[src/rtl/regfile_param_if.sv]
// Register file access bundle: read/write addresses, write data, read enables, read data and ready.
// The master drives addresses and data; the slave returns registered read data and the ready flag.
interface regfile_param_if #(
    parameter int DATA_W = 64,
    parameter int ADDR_W = 5
);
    logic [DATA_W-1:0] WriteData;
    logic [ADDR_W-1:0] rs1;
    logic [ADDR_W-1:0] rs2;
    logic [ADDR_W-1:0] rd;
    logic              RegWrite;
    logic              re1;
    logic              re2;
    logic [DATA_W-1:0] ReadData1;
    logic [DATA_W-1:0] ReadData2;
    logic              ready;

    modport master (
        output WriteData, rs1, rs2, rd, RegWrite, re1, re2,
        input  ReadData1, ReadData2, ready
    );

    modport slave (
        input  WriteData, rs1, rs2, rd, RegWrite, re1, re2,
        output ReadData1, ReadData2, ready
    );
endinterface

[src/rtl/regfile_param.sv]
// 2-read/1-write register file with post-reset init sweep; reads are 1-cycle registered, write-first bypass.
// No backpressure: ready stays low through reset and the DEPTH-cycle sweep, inputs are ignored meanwhile.
module regfile_param #(
    parameter int DATA_W    = 64,
    parameter int DEPTH     = 32,
    parameter int ADDR_W    = 5,
    parameter int ZERO_REG  = 1,
    parameter int INIT_MODE = 1
) (
    input  logic           clk,
    input  logic           reset,
    regfile_param_if.slave bus
);
    typedef enum logic [1:0] {RST, INIT, RUN} state_t;

    localparam logic [ADDR_W:0]   DEPTH_X = (ADDR_W+1)'(DEPTH);
    localparam logic [ADDR_W-1:0] LAST    = ADDR_W'(DEPTH-1);

    state_t            state;
    logic [ADDR_W-1:0] idx;
    logic [DATA_W-1:0] rdata1;
    logic [DATA_W-1:0] rdata2;
    logic              rdy;
    logic [DATA_W-1:0] mem [DEPTH];

    logic              wr_ok;
    logic              wr_en;
    logic [ADDR_W-1:0] wr_addr;
    logic [DATA_W-1:0] wr_data;
    logic [DATA_W-1:0] init_val;
    logic [DATA_W-1:0] rv1;
    logic [DATA_W-1:0] rv2;

    always_comb begin
        wr_ok    = bus.RegWrite && ({1'b0, bus.rd} < DEPTH_X) &&
                   !((ZERO_REG != 0) && (bus.rd == '0));
        init_val = (INIT_MODE == 1) ? DATA_W'(idx) : '0;
        wr_en    = reset && ((state == INIT) || ((state == RUN) && wr_ok));
        wr_addr  = (state == INIT) ? idx : bus.rd;
        wr_data  = (state == INIT) ? init_val : bus.WriteData;

        // Write-first: a performed write to the same address wins over the array
        if (wr_ok && (bus.rs1 == bus.rd))
            rv1 = bus.WriteData;
        else if (({1'b0, bus.rs1} >= DEPTH_X) || ((ZERO_REG != 0) && (bus.rs1 == '0)))
            rv1 = '0;
        else
            rv1 = mem[bus.rs1];

        if (wr_ok && (bus.rs2 == bus.rd))
            rv2 = bus.WriteData;
        else if (({1'b0, bus.rs2} >= DEPTH_X) || ((ZERO_REG != 0) && (bus.rs2 == '0)))
            rv2 = '0;
        else
            rv2 = mem[bus.rs2];
    end

    always_ff @(posedge clk) begin
        if (wr_en)
            mem[wr_addr] <= wr_data;
    end

    always_ff @(posedge clk) begin
        if (!reset) begin
            state  <= RST;
            idx    <= '0;
            rdata1 <= '0;
            rdata2 <= '0;
            rdy    <= 1'b0;
        end else begin
            case (state)
                RST: begin
                    state  <= INIT;
                    idx    <= '0;
                    rdata1 <= '0;
                    rdata2 <= '0;
                    rdy    <= 1'b0;
                end
                INIT: begin
                    rdata1 <= '0;
                    rdata2 <= '0;
                    if (idx == LAST) begin
                        state <= RUN;
                        idx   <= '0;
                        rdy   <= 1'b1;
                    end else begin
                        idx <= idx + 1'b1;
                    end
                end
                RUN: begin
                    if (bus.re1)
                        rdata1 <= rv1;
                    if (bus.re2)
                        rdata2 <= rv2;
                end
                default: begin
                    state <= RST;
                    rdy   <= 1'b0;
                end
            endcase
        end
    end

    assign bus.ReadData1 = rdata1;
    assign bus.ReadData2 = rdata2;
    assign bus.ready     = rdy;
endmodule

[src/flat_wrapper.sv]
// flat-port wrapper written by rule: the top's interface ports become plain ports
module regfile_param_flat 
#(
    parameter int DATA_W    = 64,
    parameter int DEPTH     = 32,
    parameter int ADDR_W    = 5,
    parameter int ZERO_REG  = 1,
    parameter int INIT_MODE = 1
)
  (clk, reset, bus_WriteData, bus_rs1, bus_rs2, bus_rd, bus_RegWrite, bus_re1, bus_re2, bus_ReadData1, bus_ReadData2, bus_ready);
  regfile_param_if #(.DATA_W(DATA_W), .ADDR_W(ADDR_W)) bus_i ();
  input  logic clk;
  input  logic reset;
  input wire logic [$bits(bus_i.WriteData)-1:0] bus_WriteData;
  input wire logic [$bits(bus_i.rs1)-1:0] bus_rs1;
  input wire logic [$bits(bus_i.rs2)-1:0] bus_rs2;
  input wire logic [$bits(bus_i.rd)-1:0] bus_rd;
  input wire logic [$bits(bus_i.RegWrite)-1:0] bus_RegWrite;
  input wire logic [$bits(bus_i.re1)-1:0] bus_re1;
  input wire logic [$bits(bus_i.re2)-1:0] bus_re2;
  output wire logic [$bits(bus_i.ReadData1)-1:0] bus_ReadData1;
  output wire logic [$bits(bus_i.ReadData2)-1:0] bus_ReadData2;
  output wire logic [$bits(bus_i.ready)-1:0] bus_ready;
  assign bus_i.WriteData = bus_WriteData;
  assign bus_i.rs1 = bus_rs1;
  assign bus_i.rs2 = bus_rs2;
  assign bus_i.rd = bus_rd;
  assign bus_i.RegWrite = bus_RegWrite;
  assign bus_i.re1 = bus_re1;
  assign bus_i.re2 = bus_re2;
  assign bus_ReadData1 = bus_i.ReadData1;
  assign bus_ReadData2 = bus_i.ReadData2;
  assign bus_ready = bus_i.ready;
  regfile_param #(.DATA_W(DATA_W), .DEPTH(DEPTH), .ADDR_W(ADDR_W), .ZERO_REG(ZERO_REG), .INIT_MODE(INIT_MODE)) u_core (.clk(clk), .reset(reset), .bus(bus_i));
endmodule
[config.mk]
export PLATFORM = sky130hd
export DESIGN_NAME = regfile_param_flat
export DESIGN_NICKNAME = d
export VERILOG_FILES = /design/src/rtl/regfile_param_if.sv /design/src/rtl/regfile_param.sv /design/src/flat_wrapper.sv
export SDC_FILE = /design/constraint.sdc
export NUM_CORES = 2
export LEC_CHECK = 0
export BUFFER_PORTS_ARGS = -buffer_cell sky130_fd_sc_hd__buf_2
export CORE_ASPECT_RATIO = 1.1
export CORE_MARGIN = 4
export CORE_UTILIZATION = 63
export CTS_CLUSTER_SIZE = 30
export DETAILED_ROUTE_END_ITERATION = 7
export MAX_ROUTING_LAYER = met4
export PLACE_DENSITY = 0.8
export SLEW_MARGIN = 20
export SYNTH_ARGS = -nofsm -noshare
export SYNTH_HDL_FRONTEND = slang
export SYNTH_SLANG_ARGS = --single-unit
[constraint.sdc]
create_clock -name clk -period 6.65 [get_ports clk]
set_clock_uncertainty 0.1 [all_clocks]
set_input_delay 0.3325 -clock clk [delete_from_list [all_inputs] [get_ports clk]]
set_output_delay 0.3325 -clock clk [all_outputs]
set_load 0.02 [all_outputs]
==> impl_metrics.yaml <==
status:
  status: "complete, but fails checks"
  violations: "DRC"
die:
  initial_utilization_pct: 63.3
  io_pins: 213
  die_area_um2: 167000
  die_height_um: 429
  rows: 154
  design.core.area_um2: 160000
  die_w_um: 390
clock_tree:
  cts-root-to-sink-buffers: 3
  numClockSinks: 2184
  clk_root_buffer_cell: "sky130_fd_sc_hd__clkbuf_16"
  cts.repair_timing.setup_buffer_count: 0
  worst_skew_pair.late_latency_ns: 0.87
  cts.clk_slew.worst_paths_ns: 0.06
  cts_tree: "yes"
  post_cts_resize_count: 0
  htree_levels: 4
  cts-buffers-inserted: 204
critical_path:
  crit_type: "flop to flop"
  cell_chain_of_the_critical_path: "buf_4, inv_1, nor2_4, buf_4, buf_4, a222oi_1, a211oi_1"
  critical_path_required_ns: 7.30
  critPathArrivalTime_ns: 5.46
  worst_path_most_repeated_cell: "sky130_fd_sc_hd__buf_4"
  path_buf_inv: 4
  worstSetupStartpointType: "flop"
  critical_path.slowest_cell: "sky130_fd_sc_hd__buf_4"
  cp_max_stage_delay_ns: 0.95
  critPathCaptureType: "flop"
  path_delay_family: "buffers and inverters"
  cp_max_fo: 52
global_routing:
  grt_first_pass_wirelength_mm: 453
  globalRoute.totalOverflow: 0
  track_usage_pct: 39.2
  grt_start_max_net_pins: 150
  number_of_antenna_violations_at_the_first_check_in_global_routing: 14
  first_global_vias: 63500
routing:
  avgRoutedWirePerCell_um: 40.3
  vias: 63400
  wl_mm: 318
  drtIter0Drc: 11400
  route.detailed.vias_per_inst: 8.02
  firstDrtPassIters: 8
  drc: 5
  final_antenna_net_count: 0
synthesis:
  synth-warning-count: 0
  async_flop_share_pct: 0
  mean_post_synth_cell_area_um2: 18.7
  synth_mux_area_share_pct: 25.2
  netlist_area_um2: 101000
  synth-seq-area-share_pct: 63.4
  synth_enable_flop_cells: 2048
  synthesis.nets: 5511
  synth_top_family_by_area: "multiplexers"
  synth_compound_area_share_pct: 6.17
  ys_dominant_reg_cell: "sky130_fd_sc_hd__edfxtp_1"
  synth_seq_cells: 2184
  synth_adder_area_share_pct: 0.0247
  synth_cells: 5425
  yosys.area_share.xor_xnor_pct: 0.0951
  synth_simple_gate_area_share_pct: 2.56
  synth_cell_type_count: 70
final_layout:
  most_frequent_standard_cell_in_the_layout_excluding_fill_and_tap_cells: "sky130_fd_sc_hd__edfxtp_1"
  most-common-layout-cells: "2048 x sky130_fd_sc_hd__edfxtp_1, 898 x sky130_fd_sc_hd__mux4_2, 288 x sky130_fd_sc_hd__mux2i_1, 214 x sky130_fd_sc_hd__mux2_2, 209 x sky130_fd_sc_hd__clkbuf_16"
  nFillCells: 9502
  flow.area_growth_from_synthesis_pct: 10.6
  finalNetCount: 5689
  drive_above_1_share_pct: 32.1
sta:
  final-max-slew-violation-count: 0
  relSlewSlack_pct: 16.0
  final.setup.worst_slack_ns: 1.84
  hold_viol_final: 0
  rsz0062_at_grt: "no"
  setup_viol_count_final: 0
  layout_worst_path_cycle_share_pct: 72.3
  timing_worst_slew_pin_value_ns: 1.26
  maxClockFrequency_ghz: 0.208
  whs_ns: 0.0851
  min_period_ns: 4.81
  setup_tns_ns: 0
placement:
  finalWeightedCongestion: 0.922
  place.port_buffers: 212
  dp_hpwl_mm: 176
  dp_slack_ns: 2.12
run:
  max-cap-violations: 0
power:
  leakage_uw: 0.0361
  power_density_cells_nw_per_um2: 262
  vdd_drop_max_uv: 239
hold_path:
  hold_class: "input pin to flop"
[layer usage]
metal / global-route usage (%) / part of all wire (%)
met1: 48.5 / 31
met2: 57.4 / 46
met3: 13.0 / 16
met4: 22.3 / 7.2
met5: - / 0
[power by group]
part | total [uW] | internal (uW) | leakage (uW) | switching (uW)
Clock | 12000 | 6840 | 0.00332 | 5120
Combinational | 2280 | 902 | 0.0129 | 1380
Sequential | 15100 | 15100 | 0.0198 | 23.3
[cell usage after synthesis (16+ instances only)]
cell                        instances  share of area [%]
sky130_fd_sc_hd__edfxtp_1        2048                 61
sky130_fd_sc_hd__mux4_2           898                 20
sky130_fd_sc_hd__mux2i_1          288                2.8
sky130_fd_sc_hd__mux2_2           214                2.4
sky130_fd_sc_hd__clkbuf_1         171               0.63
sky130_fd_sc_hd__nand2_1          158               0.59
sky130_fd_sc_hd__o22ai_1          157               0.97
sky130_fd_sc_hd__buf_2            140               0.69
sky130_fd_sc_hd__dfxtp_1          136                2.7
sky130_fd_sc_hd__a21oi_1          116               0.57
sky130_fd_sc_hd__a22oi_1          102               0.76
sky130_fd_sc_hd__a211oi_1         100               0.74
sky130_fd_sc_hd__nor2_1            84               0.31
sky130_fd_sc_hd__o221ai_1          82               0.71
sky130_fd_sc_hd__and2_1            76               0.47
sky130_fd_sc_hd__nor2b_1           75               0.46
sky130_fd_sc_hd__o211ai_1          66               0.49
sky130_fd_sc_hd__a222oi_1          64               0.63
sky130_fd_sc_hd__buf_4             64               0.47
sky130_fd_sc_hd__nand3_1           45               0.22
sky130_fd_sc_hd__buf_1             39               0.14
sky130_fd_sc_hd__buf_6             33               0.37
sky130_fd_sc_hd__a22o_1            32               0.28
sky130_fd_sc_hd__o2111ai_1         20               0.17
sky130_fd_sc_hd__o21ai_0           20              0.099
sky130_fd_sc_hd__nor3_1            19              0.094
sky130_fd_sc_hd__a211o_1           16               0.14
[layout make-up]
type	instances	area [um^2]	area share, %
Antenna cell	15	37.5	0.0335
Clock buffer	275	5620	5.02
Clock inverter	107	1150	1.03
Inverter	6	28.8	0.0257
Multi-Input combinational cell	2775	34900	31.1
Sequential cell	2184	64200	57.3
Tap cell	2106	2640	2.35
Timing Repair Buffer	432	3430	3.07
[tightest hold or removal path: cells and delay by family]
kind | cells | cell delay, ns
compound gates | 1 | 0.11
simple gates | 2 | 0.24
buf+inv | 1 | 0.31
[worst paths after layout]
| path | startpoint | endpoint | slack [ns] | depth (start not counted) |
|---|---|---|---|---|
| worst max register to register | u_core.state[1]$_SDFFE_PN0P_ | u_core.bus.ReadData1[0]$_SDFFE_PN0P_ | 1.84 | 7 |
| worst min register to register | u_core.bus.ReadData2[7]$_SDFFE_PN0P_ | u_core.bus.ReadData2[7]$_SDFFE_PN0P_ | 0.37 | 2 |
| worst max-delay path | u_core.state[1]$_SDFFE_PN0P_ | u_core.bus.ReadData1[0]$_SDFFE_PN0P_ | 1.84 | 7 |
| worst min-delay path | bus_rs2[4] | u_core.bus.ReadData2[44]$_SDFFE_PN0P_ | 0.09 | 4 |
[logic make-up after synthesis]
group	Yosys count
AOI/OAI and AO/OA	845
xor gates and xnor gates	11
adders and majority gates	2
buffers and inverters	466
DFF	2184
muxes	1400
and+or+nand+nor	517
[stage by stage]
stage,utilization (%),power [uW],instances,cell area (um^2)
detailed placement,65.3,17600,7430,104000
CTS,69.9,29300,7880,112000
global route,70.0,30000,7894,112000
finish,70.0,29300,7900,112000
floorplan,-,16900,5425,101000
global placement,65.3,17500,7428,104000
[registers in the layout, indices dropped and copies added, names as in the netlist]
signal / cells
u_core.mem: 2048
u_core.bus.ready: 1
u_core.state: 2
u_core.idx: 5
u_core.bus.ReadData2: 64
u_core.bus.ReadData1: 64
[what timing repair did]
item,4_1_cts,5_1_grt
setup endpoints to repair,0,0
hold buffers,68,0
endpoints found under the hold margin,126,0
Note: power is estimated with default switching activity, not from simulation.
